==> config.mk <==
export PLATFORM = sky130hd
export DESIGN_NAME = uart_tx_arbiter_flat
export DESIGN_NICKNAME = d
export VERILOG_FILES = /design/src/rtl/uart_tx_arbiter_if.sv /design/src/rtl/uart_tx_arbiter.sv /design/src/flat_wrapper.sv
export SDC_FILE = /design/constraint.sdc
export NUM_CORES = 1
export LEC_CHECK = 0
export ABC_CLOCK_PERIOD_IN_PS = 1700
export CAP_MARGIN = 20
export CORE_ASPECT_RATIO = 1.75
export CORE_MARGIN = 3
export CORE_UTILIZATION = 34
export CTS_BUF_LIST = sky130_fd_sc_hd__clkbuf_4
export DETAILED_ROUTE_END_ITERATION = 16
export PLACE_DENSITY = 0.82
export SETUP_SLACK_MARGIN = 0.02
export SYNTH_ARGS = -nofsm -noshare
export SYNTH_HDL_FRONTEND = slang
export SYNTH_SLANG_ARGS = --single-unit
==> constraint.sdc <==
create_clock -name clk -period 1.7 [get_ports clk]
set_input_delay 0.17 -clock clk [delete_from_list [all_inputs] [get_ports clk]]
set_output_delay 0.17 -clock clk [all_outputs]
set_load 0.05 [all_outputs]
==> src/rtl/uart_tx_arbiter_if.sv <==
// Requester/transmitter bus around uart_tx_arbiter: byte lanes in, one FIFO write port out.
// Handshake: a lane byte moves only on a cycle where req_valid[i] and req_ready[i] are both high;
// ready may be high without valid. tx_wr_en is never high while tx_full is high.
interface uart_tx_arbiter_if #(
  parameter int NUM_REQ = 4
);
  logic [NUM_REQ-1:0]   req_valid;
  logic [8*NUM_REQ-1:0] req_data;
  logic [NUM_REQ-1:0]   req_last;
  logic [NUM_REQ-1:0]   req_ready;
  logic                 tx_full;
  logic                 tx_wr_en;
  logic [7:0]           tx_din;
  logic                 grant_valid;
  logic [2:0]           grant_id;
  logic [2:0]           fsm_state;

  modport slave (
    input  req_valid, req_data, req_last, tx_full,
    output req_ready, tx_wr_en, tx_din, grant_valid, grant_id, fsm_state
  );

  modport master (
    output req_valid, req_data, req_last, tx_full,
    input  req_ready, tx_wr_en, tx_din, grant_valid, grant_id, fsm_state
  );
endinterface

==> src/rtl/uart_tx_arbiter.sv <==
// Packet-granular round-robin arbiter sharing one transmitter FIFO write port between
// NUM_REQ byte-stream requesters, with an optional channel tag byte ahead of each packet.
module uart_tx_arbiter #(
  parameter int         NUM_REQ  = 4,
  parameter bit         TAG_EN   = 1'b1,
  parameter logic [7:0] TAG_BASE = 8'hF0
) (
  input  logic            clk,
  input  logic            srst,
  uart_tx_arbiter_if.slave bus
);

  typedef enum logic [2:0] {
    IDLE = 3'b001,
    TAG  = 3'b010,
    DATA = 3'b100
  } state_t;

  state_t             state, state_nxt;
  logic [2:0]         grant_id_q;
  logic [2:0]         last_grant;
  logic [2:0]         pick;
  logic               any_valid;
  logic               sel_valid;
  logic               sel_last;
  logic [7:0]         sel_data;
  logic [NUM_REQ-1:0] ready;
  logic               wr_en;
  logic [7:0]         din;

  assign any_valid = |bus.req_valid;

  // Search order starts at last_grant+1 and wraps; iterating k downward lets the
  // nearest requester overwrite farther ones.
  always_comb begin
    pick = '0;
    for (int k = NUM_REQ; k >= 1; k--) begin
      for (int j = 0; j < NUM_REQ; j++) begin
        if (bus.req_valid[j] &&
            ((int'(last_grant) + k == j) || (int'(last_grant) + k == j + NUM_REQ))) begin
          pick = 3'(j);
        end
      end
    end
  end

  always_comb begin
    sel_valid = 1'b0;
    sel_last  = 1'b0;
    sel_data  = 8'h00;
    for (int j = 0; j < NUM_REQ; j++) begin
      if (grant_id_q == 3'(j)) begin
        sel_valid = bus.req_valid[j];
        sel_last  = bus.req_last[j];
        sel_data  = bus.req_data[8*j +: 8];
      end
    end
  end

  always_ff @(posedge clk) begin
    if (srst) begin
      state      <= IDLE;
      last_grant <= 3'(NUM_REQ - 1);
      grant_id_q <= 3'b000;
    end else begin
      state <= state_nxt;
      if (state == IDLE && any_valid) begin
        grant_id_q <= pick;
        last_grant <= pick;
      end
    end
  end

  always_comb begin
    state_nxt = state;
    ready     = '0;
    wr_en     = 1'b0;
    din       = 8'h00;
    case (state)
      IDLE: begin
        if (any_valid) state_nxt = TAG_EN ? TAG : DATA;
      end
      TAG: begin
        // The tag goes out even if the granted requester has meanwhile dropped valid.
        din   = TAG_BASE + {5'b00000, grant_id_q};
        wr_en = !bus.tx_full;
        if (!bus.tx_full) state_nxt = DATA;
      end
      DATA: begin
        din = sel_data;
        for (int j = 0; j < NUM_REQ; j++) begin
          ready[j] = (grant_id_q == 3'(j)) && !bus.tx_full;
        end
        wr_en = sel_valid && !bus.tx_full;
        if (wr_en && sel_last) state_nxt = IDLE;
      end
      default: state_nxt = IDLE;
    endcase
  end

  assign bus.req_ready   = ready;
  assign bus.tx_wr_en    = wr_en;
  assign bus.tx_din      = din;
  assign bus.grant_valid = (state != IDLE);
  assign bus.grant_id    = grant_id_q;
  assign bus.fsm_state   = state;

endmodule

==> src/flat_wrapper.sv <==
// flat-port wrapper written by rule: the top's interface ports become plain ports
module uart_tx_arbiter_flat 
#(
  parameter int         NUM_REQ  = 4,
  parameter bit         TAG_EN   = 1'b1,
  parameter logic [7:0] TAG_BASE = 8'hF0
)
  (clk, srst, bus_req_valid, bus_req_data, bus_req_last, bus_tx_full, bus_req_ready, bus_tx_wr_en, bus_tx_din, bus_grant_valid, bus_grant_id, bus_fsm_state);
  uart_tx_arbiter_if #(.NUM_REQ(NUM_REQ)) bus_i ();
  input  logic clk;
  input  logic srst;
  input wire logic [$bits(bus_i.req_valid)-1:0] bus_req_valid;
  input wire logic [$bits(bus_i.req_data)-1:0] bus_req_data;
  input wire logic [$bits(bus_i.req_last)-1:0] bus_req_last;
  input wire logic [$bits(bus_i.tx_full)-1:0] bus_tx_full;
  output wire logic [$bits(bus_i.req_ready)-1:0] bus_req_ready;
  output wire logic [$bits(bus_i.tx_wr_en)-1:0] bus_tx_wr_en;
  output wire logic [$bits(bus_i.tx_din)-1:0] bus_tx_din;
  output wire logic [$bits(bus_i.grant_valid)-1:0] bus_grant_valid;
  output wire logic [$bits(bus_i.grant_id)-1:0] bus_grant_id;
  output wire logic [$bits(bus_i.fsm_state)-1:0] bus_fsm_state;
  assign bus_i.req_valid = bus_req_valid;
  assign bus_i.req_data = bus_req_data;
  assign bus_i.req_last = bus_req_last;
  assign bus_i.tx_full = bus_tx_full;
  assign bus_req_ready = bus_i.req_ready;
  assign bus_tx_wr_en = bus_i.tx_wr_en;
  assign bus_tx_din = bus_i.tx_din;
  assign bus_grant_valid = bus_i.grant_valid;
  assign bus_grant_id = bus_i.grant_id;
  assign bus_fsm_state = bus_i.fsm_state;
  uart_tx_arbiter #(.NUM_REQ(NUM_REQ), .TAG_EN(TAG_EN), .TAG_BASE(TAG_BASE)) u_core (.clk(clk), .srst(srst), .bus(bus_i));
endmodule
==> flow_summary.toml, run 1 <==
[status]
status = "complete, but fails checks"
violations = "negative setup slack"

[sta]
rsz0062_at_grt = "yes"
finalSetupViolCount = 12
fin_tns_setup_ns = -0.7213
max_freq_mhz = 556.4
setup_ws_ns = -0.09736
hold_violations = 0
hold_slack_ns = 0.5868
fin_crit_sh_pct = 105.7
fin_skew_ns = 0.004864
finalMaxSlewViolations = 0
fin_crit_ns = 1.797

[grt]
antenna_found_initial = 0
grt_pass1_vias = 1114
grt_use_total_pct = 22.24
grt_pass1_wl_um = 5133
grt_remaining_overflow = 0
grt_max_degree = 16

[worst_setup_path]
worstSetupPathType = "register to output pin"
cpLargestDelayFamily = "simple AND/OR/NAND/NOR gates"
cp.arrival_ns = 1.63
path_cells = "or3b_4 > buf_6 > o31ai_4 > buf_12"
slowest_stage = "or3b_4"
worst_setup_path_start_kind = "register"
cp.required_ns = 1.53
cp_slowest_stage_delay_ns = 0.45
crit_fanout = 7
endpoint_kind = "output pin"
critical_path_buf_inv_count = 2

[floorplanning]
die_w_um = 42.86
core_um2 = 2175
rows = 22
initial_core_util_pct = 37.17
dieArea_um2 = 3021
die_h_um = 70.50
ioPinCount = 63

[routing]
drt-pass1-iter-count = 4
viasPerCell = 5.409
drt-initial-drc-count = 31
vias = 1006
routed_wl_um = 3482
ant_nets = 0
wl_per_cell_um = 18.72
drc = 0

[logic_synthesis]
async_reset_ff_share_pct = 0
synthTopCellsByCount = "9 x inv_1, 8 x a21oi_1, 7 x dfxtp_1"
synth-seq-cells = 7
yosysSeqAreaShare_pct = 17.34
synth_edf_count = 0
ys_types = 35
synth_area_per_cell_um2 = 8.981
yosys_warnings = 0
synthTopCellsByArea = "dfxtp_1 17%, mux4_2 11%, mux4_1 9.8%"
synth_area_leader_cell = "dfxtp_1"
synth-main-ff-cell = "dfxtp_1"
syn-num-nets = 133
synthCells = 90
yosysMostFrequentCell = "inv_1"
yosys.area.top_type_share_pct = 17.34
syn_area_um2 = 808.3

[layout]
final-instance-count-excl-fill = 186
layout-drive-gt1-share_pct = 42.59
layout.nets = 206
areaGrowthSynthToFinish_pct = 124.9
antenna_cells = 0

[clock_tree]
cts_sinks = 7
hold_buffers = 0
root_buffer = "clkbuf_4"
cts_made_buffers = 3
htree_levels = 1
tritoncts = "built"
clock_path_buffers = 2
clk-insertion-delay-late_ns = 0.26
clk_pin_slew_ns = 0.05

[placement]
dp_slack_ns = -0.06139
hpwl_um = 2648
post-place-cells = 179
port_buffers = 61
gp_congestion = 0.8033

[pwr]
ir_drop_mv = 0.5941
p_per_area_nw_per_um2 = 646.2
p_leak_uw = 0.0007242
power_uw = 1175

[hold_path]
hold_path.class = "register to register"

[run]
maxCapViolCount = 0
## tightest hold or removal path: stages, from the launching register on
cell and delay, ns:
dfxtp_1 0.41, a21oi_1 0.09, nand2_1 0.06
## through the flow
stage / utilization, % / cell area (µm²)
after CTS: 82.68 / 1798
after floorplan: - / 920.9
after global placement: 78.94 / 1717
after detailed placement: 78.94 / 1717
final: 83.60 / 1818
after global routing: 83.60 / 1818
## what timing repair did
action	CTS	global route
setup endpoints to repair	14	13
resized for setup	9	5
cloned	0	0
pin swaps	2	1
buffers inserted	2	1
## cells in the final DEF (no fill, tap or decap), types with 2 or more instances in the layout
cell,instances
mux4_1,3
dfxtp_4,4
dfxtp_1,2
buf_12,15
mux2i_1,5
clkbuf_4,4
nand2_1,5
inv_1,8
nor2_1,3
buf_4,17
o221ai_1,2
nor2b_1,2
o21ai_2,4
nor2b_4,2
nand2b_1,2
buf_6,2
a21oi_1,7
mux4_2,4
clkdlybuf4s50_1,42
nor4_4,4
o21ai_4,2
## layer usage
layer	GRT usage, %	wire length [µm]	vias to the layer above	share of wire [%]
li1	-	-	476	-
met1	20.31	1110	470	32
met2	44.48	2069	49	59
met3	3.608	195	11	5.6
met4	9.689	106	0	3.0
met5	0	0	-	0
## power breakdown
group / switching [µW] / leakage (µW) / total (µW) / internal [µW]
registers: 54.9 / 0.0000604 / 251 / 197
logic: 381 / 0.000645 / 756 / 375
clock network: 61.8 / 0.0000184 / 167 / 105
## kinds of logic (layout without fill, tap and decap cells)
family                 count (synthesis)  in the layout  synth area share [%]
AO/OA/AOI/OAI                         26             26                 21.36
AND/OR/NAND/NOR                       26             26                 21.67
buffers and inverters                 18             90                 12.07
multiplexers                          12             12                 27.09
flip-flops                             7              7                 17.34
other                                  1              1                0.4640
## flip-flops by register name, indices dropped and copies added (netlist names)
signal	flops
u_core.bus.fsm_state	3
u_core.bus.grant_id	2
u_core.last_grant	2
## path summary, 6_finish.rpt
check / slack, ns / end / cells after the start / start
worst min register to register: 0.59 / u_core.last_grant[1]$_SDFFE_PP1P_ / 2 / u_core.last_grant[1]$_SDFFE_PP1P_
worst min-delay path: 0.59 / u_core.last_grant[1]$_SDFFE_PP1P_ / 2 / u_core.last_grant[1]$_SDFFE_PP1P_
worst max register to register: 0.09 / u_core.bus.fsm_state[0]$_SDFFE_PP1P_ / 6 / u_core.bus.grant_id[0]$_SDFFE_PP0P_
worst max-delay path: -0.1 / bus_tx_din[1] / 4 / u_core.bus.fsm_state[0]$_SDFFE_PP1P_
## final cells by class
cell class                      count  area, µm²
Clock buffer                        4      30.03
Fill cell                         132      356.6
Inverter                           10      40.04
Multi-Input combinational cell     65      690.7
Sequential cell                     7      156.4
Tap cell                           24      30.03
Timing Repair Buffer               76      870.8
No activity file was read; power rests on OpenSTA's default activity.
==> inputs of run 2 (changes only) <==
--- a/constraint.sdc
+++ b/constraint.sdc
@@ -3,2 +3,2 @@
 set_output_delay 0.17 -clock clk [all_outputs]
-set_load 0.05 [all_outputs]
+set_load 0.005 [all_outputs]
==> run 2 against run 1 <==
Sequential share of layout area rose by 0.44 points. Critical path depth up 1. Clock power is essentially flat. Final cell count up 3.2%. Non-clock buffer count up 6. Sequential cell count unchanged. Hold slack gained 0.011 ns. Utilization down 11 points. The flow still finishes with violations (negative setup slack). Combinational power decreased by 17%. Total power is 14% lower. Highest routed layer unchanged.
==> flow_summary.toml, run 2 (synthesis gave the netlist of run 1 again) <==
[floorplanning]
ioPinCount = 63
rows = 22
die_w_um = 42.86
initial_core_util_pct = 37.17
core_um2 = 2175
dieArea_um2 = 3021
die_h_um = 70.50

[worst_setup_path]
reg2reg_to = "u_core.bus.fsm_state[0]$_SDFFE_PP1P_"
cp_slowest_stage_delay_ns = 0.51
cp.required_ns = 1.53
crit_fanout = 7
path_cells = "buf_12 > mux4_2 > nand2b_1 > a21oi_2 > buf_2"
worst-r2r-cell-count = 5
slowest_stage = "mux4_2"
worstSetupPathType = "register to output pin"
cp.arrival_ns = 1.56
worst_setup_path_start_kind = "register"
rr_startpoint = "u_core.bus.grant_id[0]$_SDFFE_PP0P_"
reg2reg_slack_ns = 0.12
endpoint_kind = "output pin"

[grt]
antenna_found_initial = 0
grt_remaining_overflow = 0
grt_pass1_wl_um = 4830
grt_max_degree = 11
grt_pass1_vias = 1038
grt_use_total_pct = 20.64

[hold_path]
hold_path.class = "register to register"
min-delay-start = "u_core.last_grant[0]$_SDFFE_PP1P_"
holdPathEnd = "u_core.last_grant[0]$_SDFFE_PP1P_"
hold_depth = 2

[sta]
finalSetupViolCount = 1
fin_crit_ns = 1.728
rsz0062_at_grt = "yes"
fin_tns_setup_ns = -0.02845
finalMaxSlewViolations = 0
max_freq_mhz = 578.6
fin_skew_ns = 0.002389
setup_ws_ns = -0.02845
hold_violations = 0
fin_crit_sh_pct = 101.7

[layout]
multiInputGateArea_um2 = 596.8
final_cell_mix = "48 x clkdlybuf4s50_1, 16 x buf_4, 13 x buf_2, 7 x mux4_2, 7 x a21oi_1"
antenna_cells = 0
layout-drive-gt1-share_pct = 40.48
nFillCells = 196
layout.nets = 212
areaGrowthSynthToFinish_pct = 95.05
fin_area_um2 = 1577
layout_commonest_cell = "clkdlybuf4s50_1"
seqCellArea_um2 = 142.6
largest_register_ffs = 3
fin_util_pct = 72.50

[pwr]
power_uw = 1014
p_leak_uw = 0.0006717
p_per_area_nw_per_um2 = 643.5
ir_drop_mv = 0.4436

[placement]
hpwl_um = 2513
dp_slack_ns = -0.1741
port_buffers = 61
place_area_um2 = 1536
gp_congestion = 0.7271

[routing]
wl_per_cell_um = 16.86
drt-initial-drc-count = 27
vias = 1029
ant_nets = 0
drt-pass1-iter-count = 4
routed_wl_um = 3238
drc = 0
viasPerCell = 5.359

[clock_tree]
cts_sinks = 7
hold_buffers = 0
clock_path_buffers = 2
clk-insertion-delay-late_ns = 0.25
clk_pin_slew_ns = 0.05
tritoncts = "built"
root_buffer = "clkbuf_4"
cts_made_buffers = 3
htree_levels = 1

[run]
maxCapViolCount = 0

[status]
violations = "negative setup slack"
status = "complete, but fails checks"
run 2: cell count changes in the layout (fill, tap and decap cells not counted), moves of 3 or more:
| cell | delta |
|---|---|
| mux4_1 | -3 |
| buf_12 | -13 |
| clkdlybuf4s50_1 | +6 |
| nor4_4 | -4 |
| dfxtp_1 | +3 |
| nor4_2 | +4 |
| inv_1 | -3 |
| dfxtp_4 | -4 |
| inv_2 | +4 |
| buf_2 | +13 |
| mux4_2 | +3 |
run 2: per-layer routing:
metal | vias to the layer above | global-route usage [%] | part of all wire [%]
met5 | - | 0 | 0
met4 | 0 | 6.228 | 1.3
met3 | 6 | 1.804 | 5.6
met2 | 41 | 41.81 | 58
met1 | 496 | 20.57 | 35
li1 | 486 | - | -
run 2: worst max path at each step:
stage / startpoint / endpoint / depth (start not counted)
finish: u_core.bus.grant_id[0]$_SDFFE_PP0P_ / bus_tx_wr_en / 5
global route: u_core.bus.grant_id[0]$_SDFFE_PP0P_ / bus_tx_wr_en / 5
CTS: u_core.bus.grant_id[0]$_SDFFE_PP0P_ / bus_tx_wr_en / 5
detailed placement: u_core.bus.fsm_state[1]$_SDFFE_PP0P_ / bus_req_ready[3] / 4
global placement: bus_req_valid[3] / bus_tx_wr_en / 5
floorplan: u_core.bus.grant_id[0]$_SDFFE_PP0P_ / bus_tx_din[2] / 4
run 2: cell type report:
type,instances,share of cell area [%]
multi-input cells,65,37.86
inverters,10,2.381
clock buffers,4,1.905
repair buffers,82,46.90
well taps,24,1.905
flip-flops and latches,7,9.048
run 2: stage by stage:
step           hold slack (ns)  std cells
2_1_floorplan           0.2391         90
3_3_place_gp            0.5472        185
3_5_place_dp            0.5869        185
4_1_cts                 0.6000        191
5_1_grt                 0.6154        192
6_report                0.5977        192
run 2: repair_timing:
item                       in CTS  in global routing
setup buffers                   2                  1
gates resized for setup        60                 17
hold endpoints to repair        0                  0
setup endpoints to repair      13                 12
pin swaps                       4                  0
cloned                          0                  0
run 2: report_power, final:
group          internal, µW  total, µW  switching (µW)
clock                   106        169            63.8
sequential              193        219            26.0
combinational           376        626             249
run 2: worst max-delay path, delay by kind of cell, from the launching register on:
family | cells | cell delay (ns)
AOI/OAI and AO/OA | 1 | 0.06
and+or+nand+nor | 1 | 0.10
buffers and inverters | 2 | 0.27
DFF | 1 | 0.36
muxes | 1 | 0.51
==> inputs of run 3 (changes only) <==
- MAX_ROUTING_LAYER: unset -> met4
==> run 3 against run 2 <==
The run still ends with negative setup slack left. Clock power hardly changed. Non-clock buffer count unchanged. Hold slack barely moved. Critical path depth is the same. Routed wire length shrank 0.25%. Final cell count stayed put. Total power hardly changed. Die area unchanged. Sequential share of layout area unchanged. Design area unchanged. First-iteration DRC count rose by 11%. Largest power group unchanged.
==> flow_summary.toml, run 3 (synthesis gave the netlist of run 1 again) <==
[run]
maxCapViolCount = 0

[pwr]
ir_drop_mv = 0.4433
p_leak_uw = 0.0006717
p_per_area_nw_per_um2 = 642.9

[routing]
wl_per_cell_um = 16.82
ant_nets = 0
vias = 1030
drt-initial-drc-count = 30
drt-pass1-iter-count = 4
viasPerCell = 5.365
routed_wl_um = 3230
drc = 0

[sta]
finalMaxSlewViolations = 0
fin_crit_ns = 1.727
fin_crit_sh_pct = 101.6
finalSetupViolCount = 1
rsz0062_at_grt = "yes"
setup_ws_ns = -0.02703
hold_slack_ns = 0.5982
fin_tns_setup_ns = -0.02703
max_freq_mhz = 579.0
fin_skew_ns = 0.002281
hold_violations = 0

[worst_setup_path]
crit_fanout = 7
cp.required_ns = 1.53
worst_setup_path_start_kind = "register"
endpoint_kind = "output pin"
path_cells = "buf_12 > mux4_2 > nand2b_1 > a21oi_2 > buf_2"
reg2reg_to = "u_core.bus.fsm_state[0]$_SDFFE_PP1P_"
cp_slowest_stage_delay_ns = 0.51
crit_start = "u_core.bus.grant_id[0]$_SDFFE_PP0P_"
cp.arrival_ns = 1.56
rr_startpoint = "u_core.bus.grant_id[0]$_SDFFE_PP0P_"
reg2reg_slack_ns = 0.12
slowest_stage = "mux4_2"
worst-r2r-cell-count = 5
worstSetupPathType = "register to output pin"

[clock_tree]
clk_pin_slew_ns = 0.05
htree_levels = 1
clk-insertion-delay-late_ns = 0.25
cts_sinks = 7
cts_made_buffers = 3
root_buffer = "clkbuf_4"
tritoncts = "built"
clock_path_buffers = 2
hold_buffers = 0

[hold_path]
holdPathEnd = "u_core.last_grant[0]$_SDFFE_PP1P_"
hold_path.class = "register to register"
hold_depth = 2
min-delay-start = "u_core.last_grant[0]$_SDFFE_PP1P_"

[placement]
hpwl_um = 2513
dp_slack_ns = -0.1741
port_buffers = 61
gp_congestion = 0.7359
post-place-cells = 185

[layout]
final-instance-count-excl-fill = 192
largest_register_ffs = 3
antenna_cells = 0
layout_commonest_cell = "clkdlybuf4s50_1"
areaGrowthSynthToFinish_pct = 95.05
final_cell_mix = "48 x clkdlybuf4s50_1, 16 x buf_4, 13 x buf_2, 7 x mux4_2, 7 x a21oi_1"
layout-drive-gt1-share_pct = 40.48
layout.nets = 212

[status]
status = "complete, but fails checks"
violations = "negative setup slack"

[grt]
antenna_found_initial = 0
grt_pass1_vias = 1038
grt_pass1_wl_um = 4830
grt_remaining_overflow = 0
grt_max_degree = 11
grt_use_total_pct = 21.24

[floorplanning]
rows = 22
ioPinCount = 63
die_w_um = 42.86
core_um2 = 2175
initial_core_util_pct = 37.17
dieArea_um2 = 3021
die_h_um = 70.50
==> run 3: cell counts in the layout (fill, tap and decap cells not counted) <==
No cell type changed its count.
==> run 3: worst max path at each step <==
stage                        to  slack (ns)  depth (start not counted)
6_report           bus_tx_wr_en       -0.03                          5
5_1_grt            bus_tx_wr_en       -0.08                          5
4_1_cts            bus_tx_wr_en       -0.03                          5
3_5_place_dp   bus_req_ready[3]       -0.17                          4
3_3_place_gp       bus_tx_wr_en       -0.16                          5
2_1_floorplan     bus_tx_din[2]        0.27                          4
==> run 3: layout make-up <==
class,count,area (µm²)
clock buffer,4,30.03
fill,196,598.1
inverter,10,37.54
multi-input combinational,65,596.8
sequential,7,142.6
tap,24,30.03
timing repair buffer,82,739.5
==> run 3: worst max-delay path: cells and delay by family, from the launching register on <==
family	cells	cell delay [ns]
AND/OR/NAND/NOR	1	0.10
multiplexers	1	0.51
AO/OA/AOI/OAI	1	0.06
buffers and inverters	2	0.27
flip-flops	1	0.36
==> run 3: what timing repair did <==
| action | CTS | global route |
|---|---|---|
| cloned | 0 | 0 |
| gates resized for setup | 60 | 17 |
| pin swaps | 4 | 0 |
| endpoints found under the setup margin | 13 | 12 |
| setup buffers | 2 | 1 |
==> run 3: power by group <==
part | leakage (µW) | switching [µW] | internal (µW)
clock | 0.0000184 | 63.6 | 106
combinational | 0.000595 | 249 | 376
sequential | 0.0000580 | 25.9 | 193
total | 0.000672 | 338 | 675
==> run 3: metal layers <==
| layer | routed length [µm] | track usage, % | vias to the layer above | share of wire, % |
|---|---|---|---|---|
| met4 | 42 | 6.228 | 0 | 1.3 |
| li1 | - | - | 486 | - |
| met2 | 1884 | 41.81 | 41 | 58 |
| met3 | 175 | 1.546 | 6 | 5.4 |
| met5 | 0 | - | - | 0 |
| met1 | 1127 | 20.73 | 497 | 35 |
==> run 3: metrics by stage <==
stage / utilization [%] / power (µW) / cell area, µm²
after floorplan: - / 494.2 / 808.3
after global routing: 72.50 / 1071 / 1577
final: 72.50 / 1014 / 1577
after detailed placement: 70.66 / 793.5 / 1536
after CTS: 70.08 / 985.7 / 1524
after global placement: 70.66 / 772.1 / 1536
